===== src/rtl/uart_tx_arbiter.sv =====
// Two-requester arbiter in front of a Uart8 transmitter: grants one byte at a time, supervises start handshake.
// Build option: define UART_TX_ARB_ROUND_ROBIN_EN for round-robin contention; default is fixed priority (req0 wins).
module uart_tx_arbiter #(
  parameter int START_TIMEOUT = 4096,
  parameter int TIMEOUT_W     = 16
) (
  input  logic       clk,
  input  logic       reset,
  input  logic       req0,
  input  logic [7:0] data0,
  output logic       ack0,
  input  logic       req1,
  input  logic [7:0] data1,
  output logic       ack1,
  output logic [1:0] grant,
  output logic       txEn,
  output logic       txStart,
  output logic [7:0] txByte,
  input  logic       txBusy,
  input  logic       txDone,
  output logic       err
);

  typedef enum logic [1:0] {IDLE, START, SEND, DONE} state_t;

  state_t               r_state;
  logic [TIMEOUT_W-1:0] r_cnt;
  logic                 w_pick1;

`ifdef UART_TX_ARB_ROUND_ROBIN_EN
  logic r_ptr;  // 1: requester 1 preferred on the next contention
  assign w_pick1 = req1 & (~req0 | r_ptr);
`else
  assign w_pick1 = req1 & ~req0;
`endif

  always_ff @(posedge clk) begin
    if (reset) begin
      r_state <= IDLE;
      r_cnt   <= '0;
      grant   <= 2'b00;
      txEn    <= 1'b0;
      txStart <= 1'b0;
      txByte  <= 8'h00;
      ack0    <= 1'b0;
      ack1    <= 1'b0;
      err     <= 1'b0;
`ifdef UART_TX_ARB_ROUND_ROBIN_EN
      r_ptr   <= 1'b0;
`endif
    end else begin
      ack0 <= 1'b0;
      ack1 <= 1'b0;
      err  <= 1'b0;
      case (r_state)
        IDLE: begin
          if (req0 | req1) begin
            grant   <= w_pick1 ? 2'b10 : 2'b01;
            txByte  <= w_pick1 ? data1 : data0;
            txEn    <= 1'b1;
            txStart <= 1'b1;
            r_cnt   <= '0;
            r_state <= START;
          end
        end
        START: begin
          if (txBusy) begin
            txStart <= 1'b0;
            r_cnt   <= '0;
            r_state <= SEND;
          end else if (r_cnt == TIMEOUT_W'(START_TIMEOUT)) begin
            err     <= 1'b1;
            grant   <= 2'b00;
            txEn    <= 1'b0;
            txStart <= 1'b0;
            r_cnt   <= '0;
            r_state <= IDLE;
          end else begin
            r_cnt <= r_cnt + 1'b1;
            // Drop txStart once the budget is spent; the final cycle only waits for a late txBusy.
            if (r_cnt == TIMEOUT_W'(START_TIMEOUT - 1)) txStart <= 1'b0;
          end
        end
        SEND: begin
          if (txDone) begin
            txEn    <= 1'b0;
            ack0    <= grant[0];
            ack1    <= grant[1];
            r_state <= DONE;
          end
        end
        DONE: begin
          grant   <= 2'b00;
          r_state <= IDLE;
`ifdef UART_TX_ARB_ROUND_ROBIN_EN
          r_ptr   <= grant[0];
`endif
        end
        default: r_state <= IDLE;
      endcase
    end
  end

endmodule


===== config.mk =====
export PLATFORM = sky130hd
export DESIGN_NAME = uart_tx_arbiter
export DESIGN_NICKNAME = d
export VERILOG_FILES = /design/src/rtl/uart_tx_arbiter.sv
export SDC_FILE = /design/constraint.sdc
export NUM_CORES = 1
export LEC_CHECK = 0
export BUFFER_PORTS_ARGS = -buffer_cell sky130_fd_sc_hd__buf_2
export CORE_MARGIN = 3
export CORE_UTILIZATION = 40
export CTS_CLUSTER_DIAMETER = 150
export DETAILED_ROUTE_END_ITERATION = 8
export PLACE_DENSITY_LB_ADDON = 0.08
export SLEW_MARGIN = 20
export SYNTH_ARGS = -nofsm -noshare
export SYNTH_HDL_FRONTEND = slang
export SYNTH_SLANG_ARGS = --single-unit

===== constraint.sdc =====
create_clock -name clk -period 3.1 [get_ports clk]
set_input_delay 0.93 -clock clk [delete_from_list [all_inputs] [get_ports clk]]
set_output_delay 0.93 -clock clk [all_outputs]
set_load 0.02 [all_outputs]

### Word-level counts from Yosys, hierarchy flattened

Cells that the tools add are included.

* register bits after elaboration: 33
* output and inout port bits: 15
* logic and storage cells: 63

* add/subtract/negate cells: 1
* equality and inequality tests: 11
* mux-type cells: 24
* bitwise gates (word level): 6
* reduce and logical (&&, ||, !) cells: 12

Operators with widths (count)
* $mux W16: 3
* $pmux W16 S2: 1
* $add A16 B1 Y16 const B: 1
* $eq A16 B12 Y1 const B: 1
* $eq A16 B13 Y1 const B: 1
* $mux W2: 7
* $mux W1: 8
* $mux W8: 1
* $ne A2 B2 Y1 const B: 4
* $pmux W2 S4: 1
* $pmux W2 S3: 1
* $reduce_and A3 Y1: 2
* $reduce_bool A3 Y1: 2
* $reduce_or A3 Y1: 2
* $reduce_and A5 Y1: 1
* $eq A2 B2 Y1 const B: 2
* $ne A4 B4 Y1 const B: 1
* $not A1 Y1: 4
* $reduce_and A2 Y1: 2
* $reduce_and A4 Y1: 1
* $ne A3 B3 Y1 const B: 1
* $pmux W1 S3: 1
* $eq A2 B1 Y1 const B: 1
* $logic_not A2 Y1: 1
* 4 further kinds: 4

### Logic depth before layout (Yosys ltp)

Gate-level depths: netlist of run 1.

* depth in word-level cells: 5
* depth in mapped cells: 9

### Worst setup path after synthesis of run 1

OpenSTA, ideal clock, no wires.

* kind: input port to flip-flop
* start: input req1
* end: register txStart
* setup time: 0.123 ns
* arrival: 2.038 ns
* data required time: 2.977 ns
* path slack: 0.939 ns
* stages on the path: 4
* path buffers: 0
* cells stage by stage: or3b_2 -> o21ai_1 -> o22ai_2 -> mux2_1

* longest elaborated chain between the ends: 3

RTL lines
* start, declared: line 12 `input logic req1,`
* $or A1 B1 Y1: line 57 `if (req0 | req1) begin`
* $ne A2 B2 Y1 (no line)
* $reduce_and A3 Y1 (no line)
* end signal, assigned: line 61 `txStart <= 1'b1;`
* end signal, assigned: line 68 `txStart <= 1'b0;`
* end signal, assigned: line 75 `txStart <= 1'b0;`
* end, declared: line 17 `output logic txStart,`

Every way passes these cells.
A chain may end at the register's enable or synchronous reset.

### Worst setup path after layout of run 1

* start: register r_state[0]
* end: register r_cnt[6]

* longest elaborated chain between the ends: 3
* elaborated cells between the ends (all ways): 6
* classes of those cells: 2 x eq/ne; 1 x mux; 3 x reduce/logical

RTL lines
* start, declared: line 26 `state_t r_state;`
* start signal, assigned: line 39 `r_state <= IDLE;`
* start signal, assigned: line 63 `r_state <= START;`
* start signal, assigned: line 70 `r_state <= SEND;`
* $eq A2 B1 Y1 or $logic_not A2 Y1 (tied branches): line 55 `case (r_state)`
* $reduce_bool A2 Y1 (no line) or $ne A2 B2 Y1 (tied branches)
* $reduce_and A2 Y1 (no line)
* end signal, assigned: line 79 `r_cnt <= r_cnt + 1'b1;`
* end, declared: line 27 `logic [TIMEOUT_W-1:0] r_cnt;`

Several ways; a longest one is shown, not always the timed one.

==> impl_metrics.ini, run 1 <==
[cells_and_area]
fin_cells = 294
antenna_cells = 0
n_fill_cell = 422
syn2layout_area_growth_pct = 19.0
fin_area_um2 = 2110
nets = 272
drive_above_1_share_pct = 23.0
multiInputGateArea_um2 = 1030
regArea_um2 = 661

[worst_hold_path]
hold_depth = 2
worstHoldStart = grant[1]$_SDFFE_PP0P_
hold_path_end = grant[1]$_SDFFE_PP0P_
hp-class = flip-flop to flip-flop

[synthesis]
ys_ff_latch = 33
synthArstFlopShare_pct = 0
yosysMostFrequentCell = dfxtp_1
ys_warn_count = 0
yosysUniqueCellTypes = 43
synth.top_cell.area_share_pct = 37.3
synth.avg_cell_area_um2 = 8.59
synth_edf_count = 0
synth_compound_area_share_pct = 13.7
synth_top_area_cell = dfxtp_1
synthSimpleGateAreaFrac_pct = 31.6
ys_seq_area_share_pct = 37.3
mappedNetlistArea_um2 = 1770
synth_common_cells = dfxtp_1, nor2_1, nand2_1
synth_ff_type = dfxtp_1
synth_area_leaders = dfxtp_1, mux2i_1, ha_1, a211oi_1, nor2_1
synth_nets = 235
synth_top_family_by_area = simple AND/OR/NAND/NOR gates
synthAdderAreaFrac_pct = 4.95
synthCells = 206
synth_xor_area_share_pct = 1.48
synth_mux_area_share_pct = 6.29

[worst_setup_path]
critPathLaunchType = flip-flop
setup.worst_path.class = flip-flop to flip-flop
reg2reg_from = r_state[0]$_SDFFE_PP0P_
cp.buffers_inverters = 1
rr_worst_depth = 7
crit_family = simple AND/OR/NAND/NOR gates
end_kind = flip-flop
path_cells = inv_1 > ha_1 > nor3b_1 > nor3_4 > nand2_1 > or4_1 > a31oi_1
critical-path-slowest-cell = or4_1
max_stage_delay_ps = 550
path_max_fanout = 10
r2r_end = r_cnt[6]$_SDFFE_PP0P_
critPathRequiredTime_ps = 3320
r2r_slack_ps = 890
arrival_ps = 2430

[floorplan]
die_w_um = 72.5
dieArea_um2 = 5260
coreArea_um2 = 4140
start_util_pct = 42.7
placementRows = 23
die_h_um = 72.5
ios = 37

[run_status]
status = completed

[grt]
grt_max_degree = 37
track_usage_pct = 15.5
overflow = 0
antenna_found_initial = 0
grt_pass1_vias = 1362
grt_pass1_wl_um = 6440

[placement]
placed_cells = 286
dp_hpwl_um = 2780
gp_congestion = 0.768
place_area_um2 = 1990
pre_cts_slack_ps = 666
port_buffers = 36

[timing]
setup_tns_ps = 0
setup_viol = 0
finalCritPeriodShare_pct = 71.3
hold_viol_final = 0
slew_viol_final = 0
tightest_slew_ps = 643
slew_headroom_pct = 57.1
fin_skew_ps = 4.69
layout_min_cycle_time_ps = 2210
fin_ws_ps = 890
fmax_ghz = 0.452
rsz0062_at_grt = no

[pwr]
p_leak_nw = 0.828
switchingPower_uw = 334
switching_share_pct = 29.1
intPower_uw = 814
peakVddDrop_uv = 229
p_clk_share_pct = 36.6
p_per_area_nw_per_um2 = 545
p_comb_share_pct = 22.2
finalPower_mw = 1.15
pwr-share-seq_pct = 41.2

[drt]
antenna_left = 0
drc = 0
wire_per_inst_um = 13.1
drt_iter0_drc = 71
vias_per_cell = 5.36
drt-total-wl_um = 3860
vias = 1575
dr.pass1.iters = 4

[clocking]
cts_hold_buf = 0
worstSkewPairLatency_ps = 290
max-clock-path-buffers = 2
clk_pin_slew_ps = 70
post_cts_resized = 0
cts-root-buf = clkbuf_8
h-tree-depth = 2
tritoncts = built
post_cts_buffers = 0
numClockSinks = 33
cts_buffers = 5

[run]
drv_cap = 0
[power groups by stage]
stage	Clock (mW)	Combinational, mW	Sequential, mW
floorplan	0	0.150	0.513
global placement	0	0.257	0.483
detailed placement	0	0.257	0.482
CTS	0.431	0.258	0.473
global route	0.446	0.285	0.477
finish	0.420	0.255	0.473
[area by class of cell]
class / count / area share (%)
Multi-Input combinational cell: 155 / 48.8
Sequential cell: 33 / 31.4
Timing Repair Buffer: 40 / 9.98
Clock buffer: 7 / 4.10
Tap cell: 50 / 2.97
Clock inverter: 1 / 1.43
Inverter: 8 / 1.43
[per-stage QoR]
step	utilization (%)	hold WS (ps)
final	50.8	493
after global routing	50.8	525
after CTS	50.8	494
after detailed placement	48.0	482
after global placement	48.0	477
after floorplan	-	462
[sequential cells by signal, indices dropped and copies added, names as in the netlist, named ones only]
register	count
txEn	1
ack1	1
txByte	8
r_cnt	16
ack0	1
txStart	1
err	1
r_state	1
grant	2
[layout by cell type (no fill, tap or decap), types with 10 or more instances in the layout]
cell,synthesis,routed
mux2i_1,10,10
a31oi_1,10,10
nor2_1,22,22
nand3_1,16,16
nand2_1,18,18
dfxtp_1,33,33
a211oi_1,11,11
buf_2,3,36
[cell families (layout without fill, tap and decap cells)]
logic type | Yosys count | after routing
AND/OR/NAND/NOR | 99 | 99
buffers and inverters | 18 | 56
adder cells (fa/ha/maj) | 7 | 7
multiplexers | 11 | 11
XOR/XNOR | 3 | 3
flip-flops | 33 | 33
AO/OA/AOI/OAI | 35 | 35
[worst max-delay path by stage]
stage,startpoint,to,slack [ps],depth (start not counted)
6_report,r_state[0]$_SDFFE_PP0P_,r_cnt[6]$_SDFFE_PP0P_,890,7
5_1_grt,r_state[0]$_SDFFE_PP0P_,r_cnt[6]$_SDFFE_PP0P_,700,7
4_1_cts,r_state[0]$_SDFFE_PP0P_,txStart$_SDFFE_PP0P_,880,7
3_5_place_dp,req1,txStart$_SDFFE_PP0P_,670,6
3_3_place_gp,req1,txStart$_SDFFE_PP0P_,690,6
2_1_floorplan,req1,txStart$_SDFFE_PP0P_,940,4
[layer usage]
| metal | vias up | global-route usage, % | wire [µm] |
|---|---|---|---|
| met5 | - | 0 | 0 |
| met1 | 706 | 22.4 | 1970 |
| met3 | 8 | 2.91 | 165 |
| met4 | 0 | 7.99 | 91 |
| met2 | 35 | 21.7 | 1640 |
| li1 | 826 | - | - |
[worst register-to-register path: stages, from the launching register on]
cell and delay, ps:
dfxtp_1 450, inv_1 120, ha_1 270, nor3b_1 210, nor3_4 160, nand2_1 230
or4_1 550, a31oi_1 160
(Power assumes the default switching activity.)
==> inputs of run 2 (changes only) <==
clock period = 1.8 ns   (was 3.1 ns; I/O delays follow)
==> run 2 against run 1 <==
  * Wire length is 15% higher
  * Critical endpoint is now txStart$_SDFFE_PP0P_
  * Highest routed layer unchanged
  * Non-clock buffer count is 34 higher
  * Total power is 79% higher
  * Critical path depth is 2 lower
  * Register-to-register slack worse by 930 ps
  * Final area is 20% higher
  * Critical path type unchanged
  * The run now ends with negative setup slack left
==> impl_metrics.ini, run 2 (same netlist as run 1, synthesis figures left out) <==
[pwr]
peakVddDrop_uv = 546
p_per_area_nw_per_um2 = 816
p_leak_nw = 1.03
finalPower_mw = 2.05

[floorplan]
ios = 37
start_util_pct = 42.7
die_h_um = 72.5
placementRows = 23
dieArea_um2 = 5260
coreArea_um2 = 4140
die_w_um = 72.5

[grt]
track_usage_pct = 18.2
overflow = 0
grt_pass1_wl_um = 7650
grt_max_degree = 26
grt_pass1_vias = 1780
antenna_found_initial = 0

[worst_setup_path]
setup.worst_path.class = flip-flop to flip-flop
path_max_fanout = 6
max_stage_delay_ps = 390
arrival_ps = 2010
reg2reg_from = r_cnt[5]$_SDFFE_PP0P_
r2r_slack_ps = -40
rr_worst_depth = 5
critPathRequiredTime_ps = 1970
critPathLaunchType = flip-flop
crit_family = simple AND/OR/NAND/NOR gates
end_kind = flip-flop
path_cells = nor4_4 > nand4_2 > and3_4 > o22ai_4 > mux2_4
critical-path-slowest-cell = dfxtp_1
cp.buffers_inverters = 0
r2r_end = txStart$_SDFFE_PP0P_

[placement]
pre_cts_slack_ps = -109
port_buffers = 36
placed_cells = 316
gp_congestion = 0.814
dp_hpwl_um = 3190

[cells_and_area]
syn2layout_area_growth_pct = 42.3
n_fill_cell = 392
top_regs = r_cnt x16, txByte x8, grant x2
nets = 306
largest_reg_flops = 16
fin_cells = 328
final_common_cell = buf_2
antenna_cells = 0
layout_common_cells = buf_2, buf_4, dfxtp_1, nor2_1, nand2_1
drive_above_1_share_pct = 41.7
largest-register = r_cnt

[clocking]
cts_buffers = 5
cts-root-buf = clkbuf_8
worstSkewPairLatency_ps = 290
h-tree-depth = 2
cts_hold_buf = 0
clk_pin_slew_ps = 70
numClockSinks = 33
max-clock-path-buffers = 2
tritoncts = built

[timing]
slew_headroom_pct = 66.3
rsz0062_at_grt = yes
slew_viol_final = 0
hold_viol_final = 0
fmax_ghz = 0.543
fin_skew_ps = 6.61
tightest_slew_ps = 506
fin_ws_ps = -41.9
finalCritPeriodShare_pct = 102
layout_min_cycle_time_ps = 1840
setup_tns_ps = -41.9
setup_viol = 1

[drt]
drc = 0
dr.pass1.iters = 4
drt-total-wl_um = 4430
antenna_left = 0
vias_per_cell = 5.32
vias = 1745
wire_per_inst_um = 13.5
drt_iter0_drc = 52

[run_status]
failed_checks = negative setup slack
status = finished with violations

[worst_hold_path]
hold_path_end = r_cnt[1]$_SDFFE_PP0P_
worstHoldStart = r_cnt[1]$_SDFFE_PP0P_
hold_depth = 2
hp-class = flip-flop to flip-flop

[run]
drv_cap = 0
==> run 2: cell count changes in the layout (fill, tap and decap cells not counted), sizes merged <==
cell    before  now
bufinv       1    0
clkinv       0    1
buf         40   74
==> run 2: final cells by class <==
type | count | area, µm² | share of cell area, %
clock buffers | 7 | 96.3 | 3.83
clock inverters | 1 | 5.00 | 0.199
inverters | 8 | 35.0 | 1.39
multi-input cells | 155 | 1160 | 46.2
flip-flops and latches | 33 | 671 | 26.6
well taps | 50 | 62.6 | 2.48
repair buffers | 74 | 484 | 19.2
==> run 2: how the worst max path moves through the flow <==
stage                                        from               endpoint  slack [ps]  depth (start not counted)
after floorplan           r_state[0]$_SDFFE_PP0P_   txStart$_SDFFE_PP0P_          -1                          7
after global placement                       req1   txStart$_SDFFE_PP0P_         -90                          6
after detailed placement                     req1   txStart$_SDFFE_PP0P_        -110                          6
after CTS                               flip-flop  r_cnt[6]$_SDFFE_PP0P_         -10                          7
after global routing        r_cnt[1]$_SDFFE_PP0P_   txStart$_SDFFE_PP0P_        -100                          7
final                       r_cnt[5]$_SDFFE_PP0P_   txStart$_SDFFE_PP0P_         -40                          5
==> run 2: what timing repair did <==
action,4_1_cts,5_1_grt
setup buffers,4,0
resized for setup,16,24
pin swaps,3,8
setup endpoints to repair,15,16
==> run 2: routing by layer <==
metal  vias to the layer above  part of all wire, %  global-route usage [%]
met5                         -                    0                       0
met4                         0                  2.0                    8.40
met3                         8                  4.1                    4.43
met2                        37                   47                    29.6
met1                       804                   47                    22.7
li1                        896                    -                       -
==> run 2: worst reg2reg max path: cells and delay by family, from the launching register on <==
kind / cells / cell delay (ps)
compound gates: 1 / 150
mux: 1 / 310
flops: 1 / 390
simple gates: 3 / 880
==> run 2: per-stage QoR <==
step	cell area (µm²)	hold WS [ps]	util (%)
5_1_grt	2520	500	60.8
2_1_floorplan	1790	462	-
4_1_cts	2420	495	58.5
3_3_place_gp	2240	484	54.0
3_5_place_dp	2240	481	54.0
6_report	2520	474	60.8
==> run 2: power breakdown <==
group / internal [mW] / switching [mW] / leakage [nW]
sequential: 0.785 / 0.0266 / 0.272
clock: 0.346 / 0.278 / 0.0542
combinational: 0.287 / 0.332 / 0.704
total: 1.42 / 0.637 / 1.03
==> inputs of run 3 (changes only) <==
BUFFER_PORTS_ARGS = -buffer_cell sky130_fd_sc_hd__buf_4   (was -buffer_cell sky130_fd_sc_hd__buf_2)
==> run 3 against run 2 <==
  * The run still ends with negative setup slack left
  * Non-clock buffer count increased by 5
  * Final area grew 4.6%
  * Sequential cell count is the same
  * Worst hold slack gained 13 ps
  * Cell count rose by 1.5%
  * Critical path depth rose by 4
  * Sequential share of layout area fell by 1.2 points
  * Critical path type unchanged
  * Count of clock-buffer cells in the layout fell by 2
  * Setup slack got worse by 9.3 ps
  * Combinational power increased by 7.4%
  * Clock power shrank 8.8%
==> impl_metrics.ini, run 3 (same netlist as run 1, synthesis figures left out) <==
[grt]
track_usage_pct = 18.5
grt_max_degree = 37
antenna_found_initial = 0
overflow = 0
grt_pass1_vias = 1666
grt_pass1_wl_um = 7590

[run_status]
failed_checks = negative setup slack
status = finished with violations

[floorplan]
ios = 37
placementRows = 23
die_w_um = 72.5
die_h_um = 72.5
start_util_pct = 42.7
dieArea_um2 = 5260
coreArea_um2 = 4140

[cells_and_area]
top_regs = r_cnt x16, txByte x8, grant x2
n_fill_cell = 383
layout_common_cells = buf_4, dfxtp_1, nor2_1, nand2_1, nand3_1
syn2layout_area_growth_pct = 48.8
utilization_pct = 63.6
largest-register = r_cnt
antenna_cells = 0
drive_above_1_share_pct = 43.5
multiInputGateArea_um2 = 1170
largest_reg_flops = 16
final_common_cell = buf_4
nets = 311
regArea_um2 = 671

[pwr]
p_per_area_nw_per_um2 = 777
p_leak_nw = 1.06
finalPower_mw = 2.05
peakVddDrop_uv = 633

[worst_setup_path]
end_kind = flip-flop
setup.worst_path.class = flip-flop to flip-flop
r2r_slack_ps = -50
path_max_fanout = 6
r2r_end = r_cnt[3]$_SDFFE_PP0P_
critical_path.endpoint = r_cnt[3]$_SDFFE_PP0P_
arrival_ps = 2070
critPathRequiredTime_ps = 2010
rr_worst_depth = 9
critPathLaunchType = flip-flop

[timing]
hold_slack_ps = 487
fin_skew_ps = 7.99
slew_viol_final = 0
setup_viol = 3
setup_tns_ps = -106
finalCritPeriodShare_pct = 103
layout_min_cycle_time_ps = 1850
fin_ws_ps = -51.2
slew_headroom_pct = 66.6
rsz0062_at_grt = yes
tightest_slew_ps = 500
hold_viol_final = 0
fmax_ghz = 0.540

[run]
drv_cap = 0

[clocking]
cts_hold_buf = 0
max-clock-path-buffers = 2
cts-root-buf = clkbuf_8
clk_pin_slew_ps = 80
h-tree-depth = 2
cts_buffers = 5
worstSkewPairLatency_ps = 300
numClockSinks = 33
tritoncts = built

[drt]
vias_per_cell = 5.35
drt-total-wl_um = 4710
drt_iter0_drc = 162
drc = 0
wire_per_inst_um = 14.2
vias = 1780
dr.pass1.iters = 4
antenna_left = 0

[placement]
gp_congestion = 0.773
dp_hpwl_um = 3220
port_buffers = 36

[worst_hold_path]
hp-class = flip-flop to flip-flop
[run 3: changes by cell type in the layout (fill, tap and decap cells not counted), sizes merged]
cell / change
buf: +5
clkbuf: -2
clkinv: +1
clkinvlp: +1
[run 3: stage by stage]
stage | setup slack [ps] | cells | area, µm²
2_1_floorplan | -0.970 | 206 | 1790
3_5_place_dp | -131 | 312 | 2310
4_1_cts | -47.2 | 330 | 2540
6_report | -51.2 | 333 | 2630
3_3_place_gp | -73.1 | 312 | 2310
5_1_grt | -147 | 333 | 2630
[run 3: per-layer routing]
| layer | routed length, µm | up-vias | GRT usage [%] | part of all wire [%] |
|---|---|---|---|---|
| li1 | - | 911 | - | - |
| met1 | 2110 | 820 | 22.4 | 45 |
| met2 | 2280 | 43 | 31.1 | 48 |
| met3 | 252 | 6 | 4.71 | 5.3 |
| met4 | 75 | 0 | 7.38 | 1.6 |
| met5 | 0 | - | 0 | 0 |
[run 3: worst min-delay path by stage]
| stage | endpoint | depth (start not counted) | start | slack, ps |
|---|---|---|---|---|
| floorplan | r_cnt[1]$_SDFFE_PP0P_ | 2 | r_cnt[1]$_SDFFE_PP0P_ | 460 |
| global placement | r_cnt[1]$_SDFFE_PP0P_ | 2 | r_cnt[1]$_SDFFE_PP0P_ | 480 |
| detailed placement | grant[0]$_SDFFE_PP0P_ | 2 | grant[0]$_SDFFE_PP0P_ | 490 |
| CTS | r_cnt[0]$_SDFFE_PP0P_ | 2 | r_cnt[0]$_SDFFE_PP0P_ | 480 |
| global route | r_cnt[1]$_SDFFE_PP0P_ | 2 | r_cnt[1]$_SDFFE_PP0P_ | 490 |
| finish | r_cnt[1]$_SDFFE_PP0P_ | 2 | r_cnt[1]$_SDFFE_PP0P_ | 490 |
[run 3: repair_timing]
item                                    CTS  global route
buffers inserted                         10             3
pin swaps                                19             8
endpoints found under the setup margin   15            20
resized for setup                        15            22
[run 3: power breakdown]
part	total (mW)	switching, mW	internal [mW]
Combinational	0.666	0.334	0.332
Clock	0.568	0.302	0.267
Sequential	0.813	0.0293	0.784
[run 3: layout make-up]
type / instances / share of cell area, %
Tap cell: 50 / 2.38
Clock buffer: 5 / 2.61
Inverter: 8 / 1.14
Clock inverter: 3 / 0.665
Timing Repair Buffer: 79 / 23.3
Multi-Input combinational cell: 155 / 44.5
Sequential cell: 33 / 25.5
[run 3: worst max-delay path, stage by stage, from the launching register on]
cell,delay (ps)
dfxtp_2,340
inv_2,50
ha_4,150
nor3b_4,150
buf_6,120
nor3_4,200
nand2_4,110
buf_6,130
or3_1,360
a31oi_1,140
